<file path="config.mk">
export PLATFORM = sky130hd
export DESIGN_NAME = process_scheduler
export DESIGN_NICKNAME = d
export VERILOG_FILES = /design/src/rtl/sched_pkg.sv /design/src/rtl/sched_proc_table.sv /design/src/rtl/process_scheduler.sv
export SDC_FILE = /design/constraint.sdc
export NUM_CORES = 1
export LEC_CHECK = 0
export ABC_CLOCK_PERIOD_IN_PS = 2600
export BUFFER_PORTS_ARGS = -buffer_cell sky130_fd_sc_hd__buf_2
export CAP_MARGIN = 20
export CORE_MARGIN = 4
export CORE_UTILIZATION = 59
export DETAILED_ROUTE_END_ITERATION = 12
export PLACE_DENSITY_LB_ADDON = 0.05
export SLEW_MARGIN = 20
export SYNTH_ARGS = -nofsm -noshare
export SYNTH_HDL_FRONTEND = slang
export SYNTH_SLANG_ARGS = --single-unit
</file>
<file path="constraint.sdc">
create_clock -name CLK -period 2.6 [get_ports CLK]
set_input_delay 0.65 -clock CLK [delete_from_list [all_inputs] [get_ports CLK]]
set_output_delay 0.65 -clock CLK [all_outputs]
set_load 0.005 [all_outputs]
</file>
<file path="src/rtl/sched_pkg.sv">
// ---------------------------------------------------------------------------
// sched_pkg
//   Shared types and constants for the process scheduler block.
//   - state_e : scheduler FSM states
//   - CNT_W   : width of the optional per-slot dispatch counters
//   - slot_w(): slot index width for a given number of process slots
// ---------------------------------------------------------------------------
package sched_pkg;

    typedef enum logic [2:0] {
        IDLE   = 3'd0,
        SEARCH = 3'd1,
        GRANT  = 3'd2,
        RUN    = 3'd3,
        SAVE   = 3'd4
    } state_e;

    localparam int unsigned CNT_W = 16;

    function automatic int unsigned slot_w(input int unsigned n);
        return (n > 32'd1) ? $clog2(n) : 32'd1;
    endfunction

endpackage

</file>
<file path="src/rtl/sched_proc_table.sv">
// ---------------------------------------------------------------------------
// sched_proc_table
//   NPROC-entry process table: start/resume PC, quantum and valid bit per slot.
//   Load and save write ports; a load to the same slot as a save wins and the
//   save (including its valid-clear) is dropped. One asynchronous read port.
//
// Ports
//   i_clk, i_rst_n                     clock, async active-low reset (clears table)
//   i_load_en/_slot/_pc/_quantum       OS load: writes pc, quantum, valid=1
//   i_save_en/_slot/_pc/_clr           context save: writes pc, optionally clears valid
//   i_rd_slot                          read address
//   o_rd_pc/_quantum/_valid            combinational read data
// ---------------------------------------------------------------------------
module sched_proc_table
    import sched_pkg::*;
#(
    parameter  int unsigned NPROC  = 4,
    parameter  int unsigned AW     = 32,
    parameter  int unsigned QW     = 32,
    localparam int unsigned SLOT_W = slot_w(NPROC)
) (
    input  logic              i_clk,
    input  logic              i_rst_n,
    input  logic              i_load_en,
    input  logic [SLOT_W-1:0] i_load_slot,
    input  logic [AW-1:0]     i_load_pc,
    input  logic [QW-1:0]     i_load_quantum,
    input  logic              i_save_en,
    input  logic [SLOT_W-1:0] i_save_slot,
    input  logic [AW-1:0]     i_save_pc,
    input  logic              i_save_clr,
    input  logic [SLOT_W-1:0] i_rd_slot,
    output logic [AW-1:0]     o_rd_pc,
    output logic [QW-1:0]     o_rd_quantum,
    output logic              o_rd_valid
);

    logic [AW-1:0]    r_pc      [NPROC];
    logic [QW-1:0]    r_quantum [NPROC];
    logic [NPROC-1:0] r_valid;

    always_ff @(posedge i_clk or negedge i_rst_n) begin
        if (!i_rst_n) begin
            for (int unsigned i = 0; i < NPROC; i++) begin
                r_pc[i]      <= '0;
                r_quantum[i] <= '0;
            end
            r_valid <= '0;
        end else begin
            for (int unsigned i = 0; i < NPROC; i++) begin
                if (i_load_en && (i_load_slot == SLOT_W'(i))) begin
                    r_pc[i]      <= i_load_pc;
                    r_quantum[i] <= i_load_quantum;
                    r_valid[i]   <= 1'b1;
                end else if (i_save_en && (i_save_slot == SLOT_W'(i))) begin
                    r_pc[i] <= i_save_pc;
                    if (i_save_clr) begin
                        r_valid[i] <= 1'b0;
                    end
                end
            end
        end
    end

    assign o_rd_pc      = r_pc[i_rd_slot];
    assign o_rd_quantum = r_quantum[i_rd_slot];
    assign o_rd_valid   = r_valid[i_rd_slot];

endmodule

</file>
<file path="src/rtl/process_scheduler.sv">
// ---------------------------------------------------------------------------
// process_scheduler
//   Round-robin process table on the OS side of the PC context-change
//   interface. Saves the preempted PC on a context-change event, searches the
//   table one slot per cycle starting after the last dispatched slot, and
//   offers the next ready process to the PC through a valid/ready grant.
//
// Ports
//   CLK, reset                  clock (rising edge), async active-low reset
//   ctx_req                     context-change level; rising edge = switch event
//   saved_pc, proc_end          sampled on ctx_req rise while running
//   sched_req                   OS pulse: dispatch next ready process (IDLE only)
//   load_en/_slot/_pc/_quantum  OS writes a slot (any state)
//   grant_valid/_ready          grant handshake
//   grant_pc/_quantum/_slot     registered grant payload, stable while valid
//   active_slot, running        currently dispatched slot
//   none_ready                  one-cycle pulse: full search found nothing
//
// Configuration
//   SCHED_DISPATCH_CNT_EN       adds per-slot 16-bit saturating dispatch
//                               counters, read via stat_slot -> stat_count
// ---------------------------------------------------------------------------
module process_scheduler
    import sched_pkg::*;
#(
    parameter int unsigned NPROC = 4,
    parameter int unsigned AW    = 32,
    parameter int unsigned QW    = 32
) (
    input  logic                     CLK,
    input  logic                     reset,
    input  logic                     ctx_req,
    input  logic [AW-1:0]            saved_pc,
    input  logic                     proc_end,
    input  logic                     sched_req,
    input  logic                     load_en,
    input  logic [$clog2(NPROC)-1:0] load_slot,
    input  logic [AW-1:0]            load_pc,
    input  logic [QW-1:0]            load_quantum,
    output logic                     grant_valid,
    input  logic                     grant_ready,
    output logic [AW-1:0]            grant_pc,
    output logic [QW-1:0]            grant_quantum,
    output logic [$clog2(NPROC)-1:0] grant_slot,
    output logic [$clog2(NPROC)-1:0] active_slot,
    output logic                     running,
    output logic                     none_ready
`ifdef SCHED_DISPATCH_CNT_EN
    ,
    input  logic [$clog2(NPROC)-1:0] stat_slot,
    output logic [CNT_W-1:0]         stat_count
`endif
);

    localparam int unsigned SLOT_W = slot_w(NPROC);
    localparam logic [SLOT_W-1:0] LAST_PROBE = SLOT_W'(NPROC - 1);

    state_e r_state;
    state_e w_state_nxt;

    logic [SLOT_W-1:0] r_idx;
    logic [SLOT_W-1:0] r_count;
    logic [SLOT_W-1:0] r_last_slot;
    logic [SLOT_W-1:0] r_active_slot;
    logic              r_running;
    logic              r_grant_valid;
    logic [AW-1:0]     r_grant_pc;
    logic [QW-1:0]     r_grant_quantum;
    logic [SLOT_W-1:0] r_grant_slot;
    logic              r_none_ready;
    logic              r_ctx_req_q;
    logic [AW-1:0]     r_saved_pc;
    logic              r_proc_end;

    logic              w_ctx_rise;
    logic              w_start;
    logic              w_hit;
    logic              w_miss_step;
    logic              w_miss_end;
    logic              w_accept;
    logic              w_ctx_evt;
    logic              w_save;

    logic [AW-1:0]     w_rd_pc;
    logic [QW-1:0]     w_rd_quantum;
    logic              w_rd_valid;

    sched_proc_table #(
        .NPROC (NPROC),
        .AW    (AW),
        .QW    (QW)
    ) u_table (
        .i_clk          (CLK),
        .i_rst_n        (reset),
        .i_load_en      (load_en),
        .i_load_slot    (load_slot),
        .i_load_pc      (load_pc),
        .i_load_quantum (load_quantum),
        .i_save_en      (w_save),
        .i_save_slot    (r_active_slot),
        .i_save_pc      (r_saved_pc),
        .i_save_clr     (r_proc_end),
        .i_rd_slot      (r_idx),
        .o_rd_pc        (w_rd_pc),
        .o_rd_quantum   (w_rd_quantum),
        .o_rd_valid     (w_rd_valid)
    );

    assign w_ctx_rise = ctx_req & ~r_ctx_req_q;

    always_ff @(posedge CLK or negedge reset) begin
        if (!reset) begin
            r_state <= IDLE;
        end else begin
            r_state <= w_state_nxt;
        end
    end

    always_comb begin
        w_state_nxt = r_state;
        w_start     = 1'b0;
        w_hit       = 1'b0;
        w_miss_step = 1'b0;
        w_miss_end  = 1'b0;
        w_accept    = 1'b0;
        w_ctx_evt   = 1'b0;
        w_save      = 1'b0;
        case (r_state)
            IDLE: begin
                if (sched_req) begin
                    w_start     = 1'b1;
                    w_state_nxt = SEARCH;
                end
            end
            SEARCH: begin
                if (w_rd_valid) begin
                    w_hit       = 1'b1;
                    w_state_nxt = GRANT;
                end else if (r_count == LAST_PROBE) begin
                    w_miss_end  = 1'b1;
                    w_state_nxt = IDLE;
                end else begin
                    w_miss_step = 1'b1;
                end
            end
            GRANT: begin
                if (r_grant_valid && grant_ready) begin
                    w_accept    = 1'b1;
                    w_state_nxt = RUN;
                end
            end
            RUN: begin
                if (w_ctx_rise) begin
                    w_ctx_evt   = 1'b1;
                    w_state_nxt = SAVE;
                end
            end
            SAVE: begin
                w_save      = 1'b1;
                w_state_nxt = IDLE;
            end
            default: begin
                w_state_nxt = IDLE;
            end
        endcase
    end

    always_ff @(posedge CLK or negedge reset) begin
        if (!reset) begin
            r_idx           <= '0;
            r_count         <= '0;
            r_last_slot     <= LAST_PROBE;
            r_active_slot   <= '0;
            r_running       <= 1'b0;
            r_grant_valid   <= 1'b0;
            r_grant_pc      <= '0;
            r_grant_quantum <= '0;
            r_grant_slot    <= '0;
            r_none_ready    <= 1'b0;
            r_ctx_req_q     <= 1'b0;
            r_saved_pc      <= '0;
            r_proc_end      <= 1'b0;
        end else begin
            r_ctx_req_q  <= ctx_req;
            r_none_ready <= w_miss_end;

            // Search starts just after the last dispatched slot; index wraps
            // by truncation so the last dispatched slot is the final probe.
            if (w_start) begin
                r_idx   <= r_last_slot + SLOT_W'(1);
                r_count <= '0;
            end
            if (w_miss_step) begin
                r_idx   <= r_idx + SLOT_W'(1);
                r_count <= r_count + SLOT_W'(1);
            end

            // Grant payload is captured once, so later loads to the same slot
            // cannot disturb an outstanding grant.
            if (w_hit) begin
                r_grant_valid   <= 1'b1;
                r_grant_pc      <= w_rd_pc;
                r_grant_quantum <= w_rd_quantum;
                r_grant_slot    <= r_idx;
            end
            if (w_accept) begin
                r_grant_valid <= 1'b0;
                r_active_slot <= r_grant_slot;
                r_last_slot   <= r_grant_slot;
                r_running     <= 1'b1;
            end

            if (w_ctx_evt) begin
                r_saved_pc <= saved_pc;
                r_proc_end <= proc_end;
            end
            if (w_save) begin
                r_running <= 1'b0;
            end
        end
    end

    assign grant_valid   = r_grant_valid;
    assign grant_pc      = r_grant_pc;
    assign grant_quantum = r_grant_quantum;
    assign grant_slot    = r_grant_slot;
    assign active_slot   = r_active_slot;
    assign running       = r_running;
    assign none_ready    = r_none_ready;

`ifdef SCHED_DISPATCH_CNT_EN
    logic [CNT_W-1:0] r_disp_cnt [NPROC];

    always_ff @(posedge CLK or negedge reset) begin
        if (!reset) begin
            for (int unsigned i = 0; i < NPROC; i++) begin
                r_disp_cnt[i] <= '0;
            end
        end else begin
            for (int unsigned i = 0; i < NPROC; i++) begin
                if (load_en && (load_slot == SLOT_W'(i))) begin
                    r_disp_cnt[i] <= '0;
                end else if (w_accept && (r_grant_slot == SLOT_W'(i)) &&
                             (r_disp_cnt[i] != '1)) begin
                    r_disp_cnt[i] <= r_disp_cnt[i] + CNT_W'(1);
                end
            end
        end
    end

    assign stat_count = r_disp_cnt[stat_slot];
`endif

endmodule

</file>
==> key figures <==
Drt
  – WL per Instance: 20.46 µm
  – Post-route DRC: 0
  – WL final: 36.44 mm
  – Post-route ant nets: 0
  – Vias/cell: 5.762
  – Drt pass-1 iters: 4
  – DR iter-0 viols: 411
  – Vias after detailed routing: 10.26k

Clock network
  – Post-CTS Resized: 0
  – Clk slew on worst S/H paths: 0.06 ns
  – TritonCTS buffer count: 40
  – Clk root buf: clkbuf_16
  – Hold-fix buffers, CTS: 0
  – # Post-CTS Setup Buffers: 0
  – Max clock buf depth: 3
  – H-tree depth: 2
  – Clock Latency Late Sink: 0.53 ns
  – CTS tree: done
  – Clock sinks: 374

STA
  – Worst-Margin Slew: 0.6181 ns
  – Worst Clk Skew: 0.01823 ns
  – Count of final max-slew check failures: 0
  – Setup TNS: 0 ns
  – Post-layout min period: 1.983 ns
  – Relative slew slack: 58.79%
  – Peak Freq: 0.5042 GHz
  – RSZ-0062 raised after global routing: no
  – Final Cycle Share: 76.28%
  – Fin. Hold Viols: 0
  – Finish-stage setup viols: 0

Cells and area
  – Layout Nets: 1,479
  – Layout cells sized above 1: 40.44%
  – Commonest non-fill, non-tap cells in the layout: dfrtp_1 (370), mux2_2 (215), buf_2 (174), mux2i_1 (128), nand2_1 (104)
  – Layout area overhead: 17.40%
  – Commonest non-fill, non-tap cell in the layout: dfrtp_1
  – Multi-input gate area: 6980 µm²
  – Reg area: 9369 µm²
  – Util after Layout: 70.32%
  – Fillers: 1,981

Logic synthesis
  – Number of enable flip-flop cells after synthesis: 0
  – Synth async-reset ratio: 100.0%
  – Avg Cell Area, Syn: 13.91 µm²
  – Library cells used by synthesis: 41
  – Syn_nets: 1,306
  – Post-Syn Instances: 1,200
  – Register area share after synthesis: 56.10%
  – Yosys reg bits: 374
  – Synth Flop Type: dfrtp_1
  – Ys Warns: 0
  – Post-Synthesis Cell Area: 16,690 µm²

Floorplan
  – Die Width: 176.2 µm
  – Core Region: 27,860 µm²
  – DIE AREA: 31,040 µm²
  – Die height: 176.2 µm
  – IO Count: 176
  – FP Rows: 61
  – Starting Density: 59.90%

Power
  – Worst VDD drop: 0.5756 mV
  – P_int: 0.01487 W
  – Pwr per Cell Area: 1074 nW/µm²
  – Clock network power share: 27.4%
  – Pleak: 9.167 nW
  – Gate power share: 28.6%
  – Switch share: 29.33%
  – Flop pwr share: 44.0%
  – Psw: 0.006171 W

GRT
  – GRT Total Usage: 24.19%
  – Largest net degree at the start of global routing: 72
  – Met1 Usage GRT: 35.07%
  – First-pass GRT wire length: 59.84 mm
  – GRT overflow: 0
  – GR Layer Usage met2: 39.56%
  – Vias in the first global route: 10.95k
  – Met3 usage: 3.812%
  – Busiest grt layer: met2
  – Initial antenna violation count: 2

Setup path
  – Worst-path cell chain: buf_4 -> mux4_2 -> mux2_1
  – Crit start category: flip-flop
  – Critical Path End Type: flip-flop
  – Crit-path slowest cell: mux4_2
  – Critical Path RT: 3.00 ns
  – FF-to-FF path depth: 3
  – Crit Reg-Reg Endpoint: grant_pc[25]
  – Worst-path maximum fanout: 27
  – CP arrival: 2.39 ns
  – Reg2reg start: r_idx[0]
  – CP peak stage delay: 0.62 ns
  – Reg2reg setup slack: 0.62 ns
  – Critical path class: flip-flop to flip-flop

Run
  – Total of max-cap violations: 0

Worst hold path
  – Worst min-delay path class: input port to async pin

Place
  – Port Buffer Count: 175
  – RD Place Congestion: 0.7399
  – Final HPWL DP: 22.74 mm

Outcome
  – Status: completed
flip-flops by register name, summed over array words and instances (netlist names), 3 cells and up:
| register | count |
|---|---|
| u_table.r_quantum | 128 |
| u_table.r_valid | 4 |
| grant_quantum | 32 |
| grant_pc | 32 |
| r_state | 3 |
| r_saved_pc | 32 |
| u_table.r_pc | 128 |
cells in the mapped netlist (2+ instances only):
cell,number,share of area (%)
a21o_1,2,0.090
buf_8,3,0.27
o2bb2ai_1,2,0.10
mux2_2,215,15
a21bo_2,2,0.12
o31ai_1,2,0.090
nand3_1,4,0.12
nand3b_1,3,0.13
o21ai_0,100,3.0
nor2b_1,5,0.19
a21boi_1,2,0.090
buf_4,5,0.22
buf_1,4,0.090
buf_2,40,1.2
nand2_1,104,2.3
a21oi_1,37,1.1
nand2b_1,3,0.11
mux2i_1,128,7.7
mux2_1,17,1.1
mux4_2,65,8.8
inv_1,2,0.045
dfrtp_1,372,56
nor2_1,37,0.83
clkbuf_1,28,0.63
dfstp_2,2,0.31
worst max-delay path by stage:
stage / from / endpoint / cells past startpoint
global route: r_idx[0] / grant_pc[25] / 3
detailed placement: load_slot[1] / u_table.r_quantum[107] / 5
finish: r_idx[0] / grant_pc[25] / 3
global placement: load_slot[1] / u_table.r_quantum[105] / 5
floorplan: load_slot[1] / u_table.r_quantum[14] / 4
CTS: r_idx[0] / grant_pc[24] / 3
per-layer routing:
layer | routed length, µm | part of all wire, %
met1 | 16500 | 45
met2 | 17790 | 49
met3 | 1557 | 4.3
met4 | 590 | 1.6
met5 | 7 | 0.019
kinds of logic (layout without fill, tap and decap cells):
logic type	count (synthesis)	after routing	synth area share [%]
mux	425	425	32.11
flops	374	374	56.10
simple gates	164	164	4.304
compound gates	153	153	4.896
buf+inv	82	284	2.459
fa+ha+maj	1	1	0.07497
xor+xnor	1	1	0.05250
other cells	0	1	0
metrics by stage:
stage          power, W  cell area [µm²]  instances  hold slack (ns)  setup slack (ns)
6_report        0.02104            19590       1781          0.05217            0.6166
4_1_cts         0.02127            19590       1780          0.07472            0.5798
5_1_grt         0.02233            19590       1781          0.08421            0.4840
3_5_place_dp    0.01544            18250       1709           0.4684            0.4345
3_3_place_gp    0.01518            18250       1709           0.4574            0.4680
2_1_floorplan   0.01330            16690       1200           0.3544            0.6924
worst max-delay path, delay by kind of cell, from the launching register on:
family	cells	cell delay, ns
buffers and inverters	1	0.50
flip-flops	1	0.43
multiplexers	2	0.92
cell type report:
cell class | instances | area share, %
multi-input cells | 744 | 35.63
inverters | 2 | 0.03832
diodes | 1 | 0.01277
flip-flops and latches | 374 | 47.83
well taps | 378 | 2.414
clock buffers | 61 | 6.029
clock inverters | 10 | 0.8048
repair buffers | 211 | 7.243
power groups by stage:
stage / clock, W / sequential, W / combinational [W]
floorplan: 0 / 0.00892 / 0.00438
global placement: 0 / 0.00925 / 0.00593
detailed placement: 0 / 0.00933 / 0.00612
CTS: 0.00588 / 0.00925 / 0.00615
global route: 0.00613 / 0.00950 / 0.00670
finish: 0.00577 / 0.00925 / 0.00602
(Power assumes the default switching activity.)
